File: src/rtl/reg_hex_display_pkg.sv
// Shared constants for the register hex display: digit count, anode/segment
// idle patterns and the active-low gfedcba glyph table for hex digits 0..F.
package reg_hex_display_pkg;

  // Number of multiplexed digits; a 16-bit value is shown as 4 nibbles.
  localparam int NUM_DIGITS = 4;
  localparam int DIGIT_W    = $clog2(NUM_DIGITS);
  localparam int NIBBLE_W   = 4;
  localparam int VALUE_W    = NUM_DIGITS * NIBBLE_W;
  localparam int NUM_REGS   = 8;
  localparam int SEL_W      = $clog2(NUM_REGS);

  // Anodes are active-low: all ones means every digit is dark.
  localparam logic [NUM_DIGITS-1:0] AN_ALL_OFF = '1;

  // Segments are active-low: all ones means every segment is dark.
  localparam logic [6:0] SEG_BLANK = 7'b1111111;

  // Glyphs in gfedcba order, active-low, indexed by nibble value.
  localparam logic [6:0] HEX_SEG [16] = '{
    7'b1000000,  // 0
    7'b1111001,  // 1
    7'b0100100,  // 2
    7'b0110000,  // 3
    7'b0011001,  // 4
    7'b0010010,  // 5
    7'b0000010,  // 6
    7'b1111000,  // 7
    7'b0000000,  // 8
    7'b0010000,  // 9
    7'b0001000,  // A
    7'b0000011,  // b
    7'b1000110,  // C
    7'b0100001,  // d
    7'b0000110,  // E
    7'b0001110   // F
  };

  // Glyph of the "0" digit, which is also what the display shows out of reset.
  localparam logic [6:0] SEG_ZERO = 7'b1000000;

  // Map one nibble to its active-low segment pattern.
  function automatic logic [6:0] hex_to_seg(input logic [NIBBLE_W-1:0] nibble);
    return HEX_SEG[nibble];
  endfunction

endpackage

File: src/rtl/reg_hex_display_btn_debounce.sv
// Push-button conditioner: 2-flop synchroniser, stability counter and a
// one-cycle pulse on each accepted press (rising edge of the stable level).
module reg_hex_display_btn_debounce #(
  parameter int DEBOUNCE_CYCLES = 500000
) (
  input  logic clock,
  input  logic reset,
  input  logic btn_raw,
  output logic press_pulse
);

  localparam int CNT_W = (DEBOUNCE_CYCLES > 1) ? $clog2(DEBOUNCE_CYCLES) : 1;
  localparam logic [CNT_W-1:0] CNT_LAST = CNT_W'(DEBOUNCE_CYCLES - 1);

  logic             sync1_reg;
  logic             btn_s_reg;
  logic [CNT_W-1:0] cnt_reg;
  logic [CNT_W-1:0] cnt_next;
  logic             stable_reg;
  logic             stable_next;
  logic             stable_d_reg;

  // Bring the asynchronous button into the clock domain.
  always_ff @(posedge clock) begin
    if (!reset) begin
      sync1_reg <= 1'b0;
      btn_s_reg <= 1'b0;
    end else begin
      sync1_reg <= btn_raw;
      btn_s_reg <= sync1_reg;
    end
  end

  // Count while the synchronised level disagrees with the accepted level;
  // accept the new level once it has held for DEBOUNCE_CYCLES samples.
  always_comb begin
    cnt_next    = '0;
    stable_next = stable_reg;
    if (btn_s_reg != stable_reg) begin
      if (cnt_reg == CNT_LAST) begin
        stable_next = btn_s_reg;
      end else begin
        cnt_next = cnt_reg + CNT_W'(1);
      end
    end
  end

  // Debounce state registers, plus a delayed copy for edge detection.
  always_ff @(posedge clock) begin
    if (!reset) begin
      cnt_reg      <= '0;
      stable_reg   <= 1'b0;
      stable_d_reg <= 1'b0;
    end else begin
      cnt_reg      <= cnt_next;
      stable_reg   <= stable_next;
      stable_d_reg <= stable_reg;
    end
  end

  // Only presses count; a release (falling edge) produces nothing.
  assign press_pulse = stable_reg & ~stable_d_reg;

endmodule

File: src/rtl/reg_hex_display.sv
// Shows one of eight 16-bit CPU debug registers as four hex digits on a
// multiplexed common-anode 7-segment display. A debounced button steps the
// selected register; hold freezes the value; a per-frame snapshot keeps the
// four digits of one frame consistent with each other.
module reg_hex_display
  import reg_hex_display_pkg::*;
#(
  parameter int SCAN_DIV        = 50000,
  parameter int DEBOUNCE_CYCLES = 500000
) (
  input  logic                  clock,
  input  logic                  reset,
  input  logic [VALUE_W-1:0]    r0,
  input  logic [VALUE_W-1:0]    r1,
  input  logic [VALUE_W-1:0]    r2,
  input  logic [VALUE_W-1:0]    r3,
  input  logic [VALUE_W-1:0]    r4,
  input  logic [VALUE_W-1:0]    r5,
  input  logic [VALUE_W-1:0]    r6,
  input  logic [VALUE_W-1:0]    r7,
  input  logic                  sel_btn,
  input  logic                  hold,
  output logic [NUM_DIGITS-1:0] an,
  output logic [6:0]            seg,
  output logic                  dp,
  output logic [SEL_W-1:0]      reg_sel
);

  localparam int PRESC_W = (SCAN_DIV > 1) ? $clog2(SCAN_DIV) : 1;
  localparam logic [PRESC_W-1:0] PRESC_LAST = PRESC_W'(SCAN_DIV - 1);
  localparam logic [DIGIT_W-1:0] DIGIT_LAST = DIGIT_W'(NUM_DIGITS - 1);

  // ---------------------------------------------------------------------
  // Register bank view of the debug inputs
  // ---------------------------------------------------------------------
  logic [VALUE_W-1:0] reg_bank [NUM_REGS];

  assign reg_bank[0] = r0;
  assign reg_bank[1] = r1;
  assign reg_bank[2] = r2;
  assign reg_bank[3] = r3;
  assign reg_bank[4] = r4;
  assign reg_bank[5] = r5;
  assign reg_bank[6] = r6;
  assign reg_bank[7] = r7;

  // ---------------------------------------------------------------------
  // Button conditioning
  // ---------------------------------------------------------------------
  logic press_pulse;

  reg_hex_display_btn_debounce #(
    .DEBOUNCE_CYCLES(DEBOUNCE_CYCLES)
  ) u_btn_debounce (
    .clock      (clock),
    .reset      (reset),
    .btn_raw    (sel_btn),
    .press_pulse(press_pulse)
  );

  // ---------------------------------------------------------------------
  // Scan timing
  // ---------------------------------------------------------------------
  logic [PRESC_W-1:0] presc_reg;
  logic [PRESC_W-1:0] presc_next;
  logic [DIGIT_W-1:0] digit_reg;
  logic [DIGIT_W-1:0] digit_next;
  logic               scan_tc;
  logic               frame_end;

  // Prescaler wraps every SCAN_DIV cycles and then moves to the next digit;
  // the digit counter wraps naturally because NUM_DIGITS is a power of two.
  always_comb begin
    scan_tc    = (presc_reg == PRESC_LAST);
    frame_end  = scan_tc && (digit_reg == DIGIT_LAST);
    presc_next = scan_tc ? '0 : presc_reg + PRESC_W'(1);
    digit_next = scan_tc ? digit_reg + DIGIT_W'(1) : digit_reg;
  end

  // Scan position registers.
  always_ff @(posedge clock) begin
    if (!reset) begin
      presc_reg <= '0;
      digit_reg <= '0;
    end else begin
      presc_reg <= presc_next;
      digit_reg <= digit_next;
    end
  end

  // ---------------------------------------------------------------------
  // Register selection
  // ---------------------------------------------------------------------
  logic [SEL_W-1:0] reg_sel_reg;
  logic             sel_changed_reg;
  logic             init_pending_reg;

  // Step the selection on each accepted press and remember that it moved,
  // so the snapshot can follow on the next cycle with the new index.
  always_ff @(posedge clock) begin
    if (!reset) begin
      reg_sel_reg      <= '0;
      sel_changed_reg  <= 1'b0;
      init_pending_reg <= 1'b1;
    end else begin
      if (press_pulse) begin
        reg_sel_reg <= reg_sel_reg + SEL_W'(1);
      end
      sel_changed_reg  <= press_pulse;
      init_pending_reg <= 1'b0;
    end
  end

  // ---------------------------------------------------------------------
  // Snapshot
  // ---------------------------------------------------------------------
  logic [VALUE_W-1:0]  snap_reg;
  logic                snap_load;
  logic [NIBBLE_W-1:0] snap_nibble [NUM_DIGITS];

  // A frame-boundary load that coincides with a selection step is skipped:
  // the post-step load on the next cycle already picks up the new register.
  always_comb begin
    snap_load = init_pending_reg
              | sel_changed_reg
              | (frame_end & ~hold & ~press_pulse);
  end

  // Snapshot register, only ever written from the currently selected input.
  always_ff @(posedge clock) begin
    if (!reset) begin
      snap_reg <= '0;
    end else if (snap_load) begin
      snap_reg <= reg_bank[reg_sel_reg];
    end
  end

  genvar gi;
  generate
    for (gi = 0; gi < NUM_DIGITS; gi++) begin : g_nibble
      assign snap_nibble[gi] = snap_reg[gi*NIBBLE_W +: NIBBLE_W];
    end
  endgenerate

  // ---------------------------------------------------------------------
  // Display drive
  // ---------------------------------------------------------------------
  logic [NUM_DIGITS-1:0] an_next;
  logic [6:0]            seg_next;
  logic                  dp_next;
  logic [NUM_DIGITS-1:0] an_reg;
  logic [6:0]            seg_reg;
  logic                  dp_reg;

  // Start from all anodes dark and pull only the scanned digit low.
  generate
    for (gi = 0; gi < NUM_DIGITS; gi++) begin : g_anode
      assign an_next[gi] = AN_ALL_OFF[gi] ^ (digit_reg == DIGIT_W'(gi));
    end
  endgenerate

  // Segment pattern for the scanned nibble; the decimal point on the top
  // digit signals that the display is frozen.
  always_comb begin
    seg_next = hex_to_seg(snap_nibble[digit_reg]);
    dp_next  = ~(hold & (digit_reg == DIGIT_LAST));
  end

  // Anode, segments and dp are registered together so a digit switch never
  // briefly shows the neighbouring digit's segments.
  always_ff @(posedge clock) begin
    if (!reset) begin
      an_reg  <= AN_ALL_OFF ^ NUM_DIGITS'(1);
      seg_reg <= SEG_ZERO;
      dp_reg  <= 1'b1;
    end else begin
      an_reg  <= an_next;
      seg_reg <= seg_next;
      dp_reg  <= dp_next;
    end
  end

  assign an      = an_reg;
  assign seg     = seg_reg;
  assign dp      = dp_reg;
  assign reg_sel = reg_sel_reg;

endmodule

File: config.mk
export PLATFORM = sky130hd
export DESIGN_NAME = reg_hex_display
export DESIGN_NICKNAME = d
export VERILOG_FILES = /design/src/rtl/reg_hex_display_pkg.sv /design/src/rtl/reg_hex_display_btn_debounce.sv /design/src/rtl/reg_hex_display.sv
export SDC_FILE = /design/constraint.sdc
export NUM_CORES = 1
export LEC_CHECK = 0
export CORE_ASPECT_RATIO = 1.4
export CORE_MARGIN = 4
export CORE_UTILIZATION = 49
export CTS_CLUSTER_DIAMETER = 60
export DETAILED_ROUTE_END_ITERATION = 16
export PLACE_DENSITY_LB_ADDON = 0.1
export SETUP_SLACK_MARGIN = 0.02
export SLEW_MARGIN = 25
export SYNTH_ARGS = -nofsm -noshare
export SYNTH_HDL_FRONTEND = slang
export SYNTH_SLANG_ARGS = --single-unit
File: constraint.sdc
create_clock -name clock -period 3.9 [get_ports clock]
set_input_delay 1.17 -clock clock [delete_from_list [all_inputs] [get_ports clock]]
set_output_delay 1.17 -clock clock [all_outputs]
set_load 0.01 [all_outputs]
After elaboration in Yosys (flattened, before gate mapping)

Memories as Yosys holds them, arrays and structs flattened. A register that Yosys moved wholly into a read port is not among the register bits.
Cells that the tools add are included.

Eq/ne operators: 6
Order comparisons: 2
Bitwise logic cells: 19
Reductions and logical operators: 6
$add $sub $neg: 4
Multiplexer cells: 7

Operators by type and width:

| kind                                                                  | number |
|---|---|
| 16-bit binary-select mux with 3-bit select                            | 1 |
| 16-bit 2-to-1 mux                                                     | 2 |
| 19-bit by 1-bit adder with 19-bit output, second input constant       | 1 |
| 19-bit equality test, second input constant                           | 1 |
| 16-bit by 1-bit adder with 16-bit output, second input constant       | 1 |
| 16-bit equality test, second input constant                           | 1 |
| 1-bit inverter                                                        | 10 |
| 4-bit binary-select mux with 2-bit select                             | 1 |
| 4-bit 2-to-1 mux                                                      | 2 |
| 4-bit inverter with 5-bit output                                      | 1 |
| 1-bit AND                                                             | 4 |
| 2-bit equality test, second input constant                            | 2 |
| 4-bit >= comparator, second input constant                            | 1 |
| 3-bit inverter with 4-bit output                                      | 1 |
| 3-bit by 1-bit adder with 3-bit output, second input constant         | 1 |
| 3-bit >= comparator, second input constant                            | 1 |
| 2-bit inverter with 3-bit output                                      | 1 |
| 3-bit OR reduction                                                    | 1 |
| 2-bit by 1-bit adder with 2-bit output, second input constant         | 1 |
| 2-bit by 1-bit equality test with 1-bit output, second input constant | 1 |
| 2-bit logical NOT                                                     | 1 |
| 1-bit bitwise OR                                                      | 2 |
| 2-bit AND reduction                                                   | 1 |
| 2-bit OR reduction                                                    | 1 |
| other kinds (4)                                                       | 4 |

Memory bits (read-only): 112
Input bits: 132
Logic and storage cells: 58
Memories kept: 1
Output and inout bits: 15
Register bits after elaboration: 67

Memory list:

| name            | words | width | read ports | clocked after memory_dff | write ports | line                      | RTL |
|---|---|---|---|---|---|---|---|
| (no name shown) | 16    | 7     | 1          | 1                        | 0           | reg_hex_display_pkg.sv:44 | `return HEX_SEG[nibble];` |

Depth between registers and ports, before layout

Gate-level depths: netlist of run 1.

Word-level depth: 5
Gate-level depth with buffers: 7
Depth with buffers taken out: 6

By module

A second synthesis of run 1 with hierarchy kept.

Cells, all modules: 436
Area total of the unflattened synthesis: 4,274.1 um^2

By module, submodules not included:

| module                       | area an instance (um^2) | cells an instance | times used |
|---|---|---|---|
| reg_hex_display              | 3,246.9                 | 322               | 1 |
| reg_hex_display_btn_debounce | 1,027.2                 | 114               | 1 |

Worst setup path before layout of run 1

Ideal clock, no wire load.

Path kind: reg-to-reg
From: register digit_reg[0]
To: register seg_reg[3] (netlist: seg[3])
Setup time: 0.115 ns
Stages on the path, launching flop included: 8
Arrival time: 2.084 ns
Period minus slack after synthesis: 2.199 ns
Path buffers: 1
Slack: 1.701 ns
Required time: 3.785 ns
Cells stage by stage: dfxtp_1 -> clkbuf_1 -> mux4_2 -> inv_1 -> ha_1 -> inv_1 -> mux4_2 -> and2_1

Cells in the longest elaborated chain, start to end: 5

RTL lines:

| item                                                   | line                      | RTL |
|---|---|---|
| start, declared                                        | reg_hex_display.sv:66     | `logic [DIGIT_W-1:0] digit_reg;` |
| start signal, assigned                                 | reg_hex_display.sv:87     | `digit_reg <= digit_next;` |
| 2-bit inverter with 3-bit output (implied by the code) | reg_hex_display.sv:165    | `seg_next = hex_to_seg(snap_nibble[digit_reg]);` |
| 4-bit binary-select mux with 2-bit select              | reg_hex_display.sv:165    |  |
| 4-bit 2-to-1 mux (implied by the code) (2 in a row)    | reg_hex_display.sv:165    |  |
| 4-bit inverter with 5-bit output (implied by the code) | reg_hex_display_pkg.sv:44 |  |
| end, declared                                          | reg_hex_display.sv:152    | `logic [6:0] seg_reg;` |

Every way passes these cells. The select of a mux whose other input is x is not followed.
A chain may end at the register's enable or synchronous reset.

Worst setup path in the final report of run 1

From: register reg_sel_reg[2] (netlist: reg_sel[2])
To: output port reg_sel[2]

RTL lines:

| item                   | line                   | RTL |
|---|---|---|
| start, declared        | reg_hex_display.sv:94  | `logic [SEL_W-1:0] reg_sel_reg;` |
| start signal, assigned | reg_hex_display.sv:107 | `reg_sel_reg <= reg_sel_reg + SEL_W'(1);` |
| end, declared          | reg_hex_display.sv:26  | `output logic [SEL_W-1:0] reg_sel` |

No word-level cell between the ends.

==> metrics.yaml, run 1 <==
vias_per_cell: 5.675
rsz0062_at_grt: "no"
cts_buffer_depth: 2
ys_seq_area_frac: 0.3503
synth_ff_type: "dfxtp_1"
skew_ps: 5.833
h-tree-depth: 3
final_area_mm2: 0.006095
fin_cells: 674
drtPass1Iterations: 4
vias: 3825
rr_worst_depth: 6
start_util: 0.5098
drc: 0
wl_met3_um: 724
synth_commonest_cells: "dfxtp_1 (74), mux2i_1 (50), nand2_1 (39), nor2_1 (37), mux4_2 (21)"
avgSynthCellArea_um2: 9.744
dp_cells: 658
grt_max_degree: 51
cp_max_fo: 20
top_layer: "met4"
period_share: 0.6744
report.power.total_w: 0.002042
p_per_area_mw_per_mm2: 335.1
drtAntennaViolNets: 0
syn2layout_area_growth_pct: 44.11
power.leakage_nw: 2.080
placed_cell_area_mm2: 0.005727
drt_iter0_markers: 117
core-area_mm2: 0.008295
max_slew_margin: 0.3409
diodes: 0
die_height_um: 117.9
drive_gt1_frac: 0.08916
regArea_mm2: 0.001483
gp_congestion: 0.8724
syn_area_mm2: 0.004229
cts_resized: 0
wl_met1_um: 4125
path_clk_slew_ps: 60
async_flop_share: 0
crit_path_start_kind: "register"
r2r-end: "seg[3]$_SDFF_PN0_"
fillCellCount: 630
hold_class: "register to register"
crit_type: "register to output port"
cts_setup_buffers: 0
synthTopCellsByArea: "dfxtp_1 (35%), mux2i_1 (12%), mux4_2 (11%), ha_1 (3.8%), nand2_1 (3.5%)"
fin_tns_setup_ps: 0
synth.net_count: 579
hold_path_startpoint: "u_btn_debounce.stable_d_reg$_SDFF_PN0_"
numCtsBuffers: 9
vdd_drop_max_mv: 0.4146
synth_cells: 434
slew_violations: 0
crit_path_end_kind: "output port"
tightest_slew_ps: 988.6
final_hold_viol_count: 0
r2r-start: "digit_reg[0]$_SDFFE_PN0N_"
synth_seq_cells: 74
wl_per_cell_um: 16.90
dpl.hpwl_um: 8915
die_area_mm2: 0.01020
antenna_found_initial: 0
outcome: "finished, final reports clean"
ys_warn_count: 0
io_buffers: 146
die-width_um: 86.52
holdPathEnd: "sel_changed_reg$_SDFF_PN0_"
ios: 147
arrival_ps: 1460
synth_cell_types: 47
cts_root_buf: "clkbuf_16"
largest_register_ffs: 19
rrSetupSlack_ps: 1620
multi_input_area_mm2: 0.002580
cts_hold_buf: 0
max_cap_viol_count: 0
min_path_cells: 1
wl_met2_um: 6140
nNetsFinal: 712
grtUsageTotal: 0.2319
finalCriticalPeriod_ps: 2630
rows: 39
gr-total-overflow: 0
critical_path.startpoint: "reg_sel[2]$_SDFFE_PN0P_"
worstSkewPairLatency_ps: 330
utilization: 0.7347
critical_path_required_ps: 2730
finalSetupViolCount: 0
yosysMostFrequentCell: "dfxtp_1"
fmax_ghz: 0.3802
synth_top_cell_by_area: "dfxtp_1"
cts_tree: "done"
clock-sinks: 74
grt_pass1_vias: 4166
synth_top_area_share: 0.3503
routed_wl_um: 11390
grt_pass1_wl_um: 19090
synth-edff-count: 0
## layout by cell type (no fill, tap or decap), types with 5 or more instances in the layout
cell	count
o21ai_0	8
xnor2_1	12
and2_1	7
nand3_1	10
clkdlybuf4s50_1	146
ha_1	13
xor2_1	15
nor2_1	37
inv_1	12
mux2i_1	50
a22oi_1	16
nand4_1	12
clkbuf_16	9
a21oi_1	12
nand2_1	39
or4_1	5
mux4_2	21
dfxtp_1	73
o211ai_1	17
or3_1	7
## power by group
group          leakage (nW)  internal (W)  switching, W
clock                 0.180      0.000706      0.000305
combinational          1.30      0.000170     0.0000758
sequential            0.602      0.000776     0.0000101
## worst max-delay path, stage by stage (launching register included)
cell and delay, ps:
dfxtp_1 310, buf_4 220, clkdlybuf4s50_1 590
## layout make-up
cell class                 count  share of cell area
clock buffer                  11             0.03983
multi-input combinational    320              0.4233
sequential                    74              0.2433
tap                          102             0.02094
inverter                      12            0.007391
timing repair buffer         150              0.2447
clock inverter                 5             0.02053
## per-layer routing
layer | up-vias | GRT usage
met4 | 0 | 0.1014
li1 | 1859 | -
met3 | 28 | 0.07073
met5 | - | 0
met2 | 148 | 0.4267
met1 | 1790 | 0.2322
## per-stage QoR
| stage | hold WS [ps] | setup slack, ps |
|---|---|---|
| 2_1_floorplan | 392.4 | 1701 |
| 3_3_place_gp | 397.6 | 1111 |
| 3_5_place_dp | 407.6 | 1031 |
| 4_1_cts | 422.1 | 1243 |
| 5_1_grt | 431.9 | 1195 |
| 6_report | 419.7 | 1270 |
## worst max path at each step
stage	to
floorplan	seg[3]$_SDFF_PN0_
global placement	snap_reg[6]$_SDFFE_PN0P_
detailed placement	snap_reg[8]$_SDFFE_PN0P_
CTS	reg_sel[2]
global route	reg_sel[2]
finish	reg_sel[2]
## logic make-up after synthesis
logic type,synth area share
and+or+nand+nor,0.1760
DFF,0.3503
muxes,0.2355
AOI/OAI and AO/OA,0.1036
buffers and inverters,0.04024
xor gates and xnor gates,0.05592
adders and majority gates,0.03846
Power figures use the tool's default switching activity.
==> run 2: changes to the inputs <==
--- a/config.mk
+++ b/config.mk
@@ -7,7 +7,7 @@
 export LEC_CHECK = 0
 export CORE_ASPECT_RATIO = 1.4
 export CORE_MARGIN = 4
-export CORE_UTILIZATION = 49
+export CORE_UTILIZATION = 46
 export CTS_CLUSTER_DIAMETER = 60
 export DETAILED_ROUTE_END_ITERATION = 16
 export PLACE_DENSITY_LB_ADDON = 0.1
==> constraint.sdc (replaced) <==
create_clock -name clock -period 2.5 [get_ports clock]
set_input_delay 0.75 -clock clock [delete_from_list [all_inputs] [get_ports clock]]
set_output_delay 0.75 -clock clock [all_outputs]
set_load 0.01 [all_outputs]
==> metrics.yaml, run 2 (synthesis results as in run 1) <==
final_common_cell: "clkdlybuf4s50_1"
routed_wl_um: 11400  # about the same
tightest_slew_ps: 678.0  # -310.7 ps
crit_chain: "clkdlybuf4s50_1"
hold_class: "register to register"
grt_pass1_vias: 4032  # -3.2%
arrival_ps: 1460  # about the same
drt_iter0_markers: 119  # +1.7%
p_int_w: 0.002327  # +41%
power.leakage_nw: 2.091  # +0.55%
die_area_mm2: 0.01081  # +6.0%
vias: 3802  # -0.60%
r2r-start: "digit_reg[0]$_SDFFE_PN0N_"
skew_ps: 8.577  # +2.744 ps
regArea_mm2: 0.001483  # unchanged
fillCellCount: 756  # +20%
antenna_found_initial: 0  # unchanged
cts_tree: "done"
numCtsBuffers: 9  # unchanged
cp_top_family: "buffers and inverters"
slew_violations: 0  # unchanged
finalSetupViolCount: 0  # unchanged
wl_per_cell_um: 16.67  # -1.4%
crit_buf_inv: 1  # -1
gp_congestion: 0.7934  # -9.1%
combPwrFrac: 0.132  # +0.012
cp_slowest_cell: "clkdlybuf4s50_1"
cts_setup_buffers: 0  # unchanged
vdd_drop_max_mv: 0.4402  # +6.2%
drtPass1Iterations: 4  # unchanged
clkPwrFrac: 0.449  # -0.046
ios: 147  # unchanged
max_cap_viol_count: 0  # unchanged
critical_path_required_ps: 1750  # -980 ps
nNetsFinal: 718  # +0.84%
p_sw_w: 0.0005994  # +53%
clock-sinks: 74  # unchanged
start_util: 0.4711  # -0.03872
period_share: 0.8835
multi_input_area_mm2: 0.002580  # unchanged
drive_gt1_frac: 0.09705  # +0.007893
h-tree-depth: 3  # unchanged
sequentialPowerShare: 0.419  # +0.034
cpPeakStageDelay_ps: 610  # +20 ps
p_per_area_mw_per_mm2: 478.1  # +43%
rows: 41  # +5.1%
crit_type: "register to output port"
vias_per_cell: 5.558  # -2.1%
io_buffers: 146  # unchanged
crit_path_end_kind: "output port"
path_clk_slew_ps: 50  # about the same
dp_slack_ps: 265.0  # -766.1 ps
gr-total-overflow: 0  # unchanged
post-route-worst-setup-slack_ps: 291.3  # -978.4 ps
drc: 0  # unchanged
report.power.total_w: 0.002927  # +43%
critical_path.startpoint: "reg_sel[0]$_SDFFE_PN0P_"
die-width_um: 89.04  # +2.9%
core-area_mm2: 0.008977  # +8.2%
grt_max_degree: 51  # unchanged
max_slew_margin: 0.5460  # +0.2051
fin_tns_setup_ps: 0  # unchanged
cts_resized: 0  # unchanged
cp_max_fo: 5  # -75%
cts_root_buf: "clkbuf_16"
worstSkewPairLatency_ps: 330  # about the same
grtUsageTotal: 0.2220  # -0.009851
rsz0062_at_grt: "no"
fmax_ghz: 0.4528
outcome: "finished, final reports clean"
cts_buffer_depth: 2  # unchanged
grt_pass1_wl_um: 18530  # -2.9%
final_cell_mix: "clkdlybuf4s50_1 (146), dfxtp_1 (73), mux2i_1 (50)"
hold_path_startpoint: "u_btn_debounce.stable_d_reg$_SDFF_PN0_"
final_hold_viol_count: 0  # unchanged
syn2layout_area_growth_pct: 44.73
cts_hold_buf: 0  # unchanged
largest_register_ffs: 19  # unchanged
diodes: 0  # unchanged
crit_path_start_kind: "register"
drtAntennaViolNets: 0  # unchanged
dpl.hpwl_um: 9135  # +2.5%
die_height_um: 121.5  # +3.0%
finalCriticalPeriod_ps: 2209
switching_share: 0.2048  # +0.01358
-- run 2: cell types whose count changed in the layout (fill, tap and decap cells not counted) --
cell | previous run | this run
clkbuf_8 | 1 | 3
bufinv_16 | 4 | 1
buf_12 | 0 | 3
buf_4 | 4 | 7
-- run 2: area by class of cell --
type                       count  area share
clock buffer                  13     0.04415
clock inverter                 2    0.005724
inverter                      12    0.007359
multi-input combinational    320      0.4215
sequential                    74      0.2422
tap                          107     0.02187
timing repair buffer         156      0.2572
-- run 2: final timing paths --
check	end	slack [ps]	cells after the start
max	reg_sel[0]	290	1
min	sel_changed_reg$_SDFF_PN0_	420	1
max reg2reg	seg[3]$_SDFF_PN0_	430	6
min reg2reg	sel_changed_reg$_SDFF_PN0_	420	1
-- run 2: metal layers --
layer  global-route usage  vias up  share of wire  routed length [um]
met3              0.07201       35          0.069                 781
li1                     -     1870              -                   -
met5                    0        -              0                   0
met1               0.2185     1761           0.35                3966
met2               0.4094      136           0.54                6178
met4              0.09870        0          0.042                 474
-- run 2: power groups by stage --
stage                     sequential (W)  clock (W)  combinational, W
after floorplan                  0.00125          0          0.000136
after global placement           0.00125          0          0.000381
after detailed placement         0.00125          0          0.000389
after CTS                        0.00123    0.00133          0.000391
after global routing             0.00123    0.00139          0.000418
final                            0.00123    0.00132          0.000386
-- run 2: through the flow --
stage | hold slack [ps] | util | cells | cell area, um^2
final | 420.9 | 0.6818 | 684 | 6121
after global routing | 456.8 | 0.6818 | 684 | 6121
after CTS | 418.8 | 0.6818 | 684 | 6121
after detailed placement | 412.6 | 0.6478 | 669 | 5816
after global placement | 398.8 | 0.6475 | 669 | 5813
after floorplan | 392.4 | - | 434 | 4229
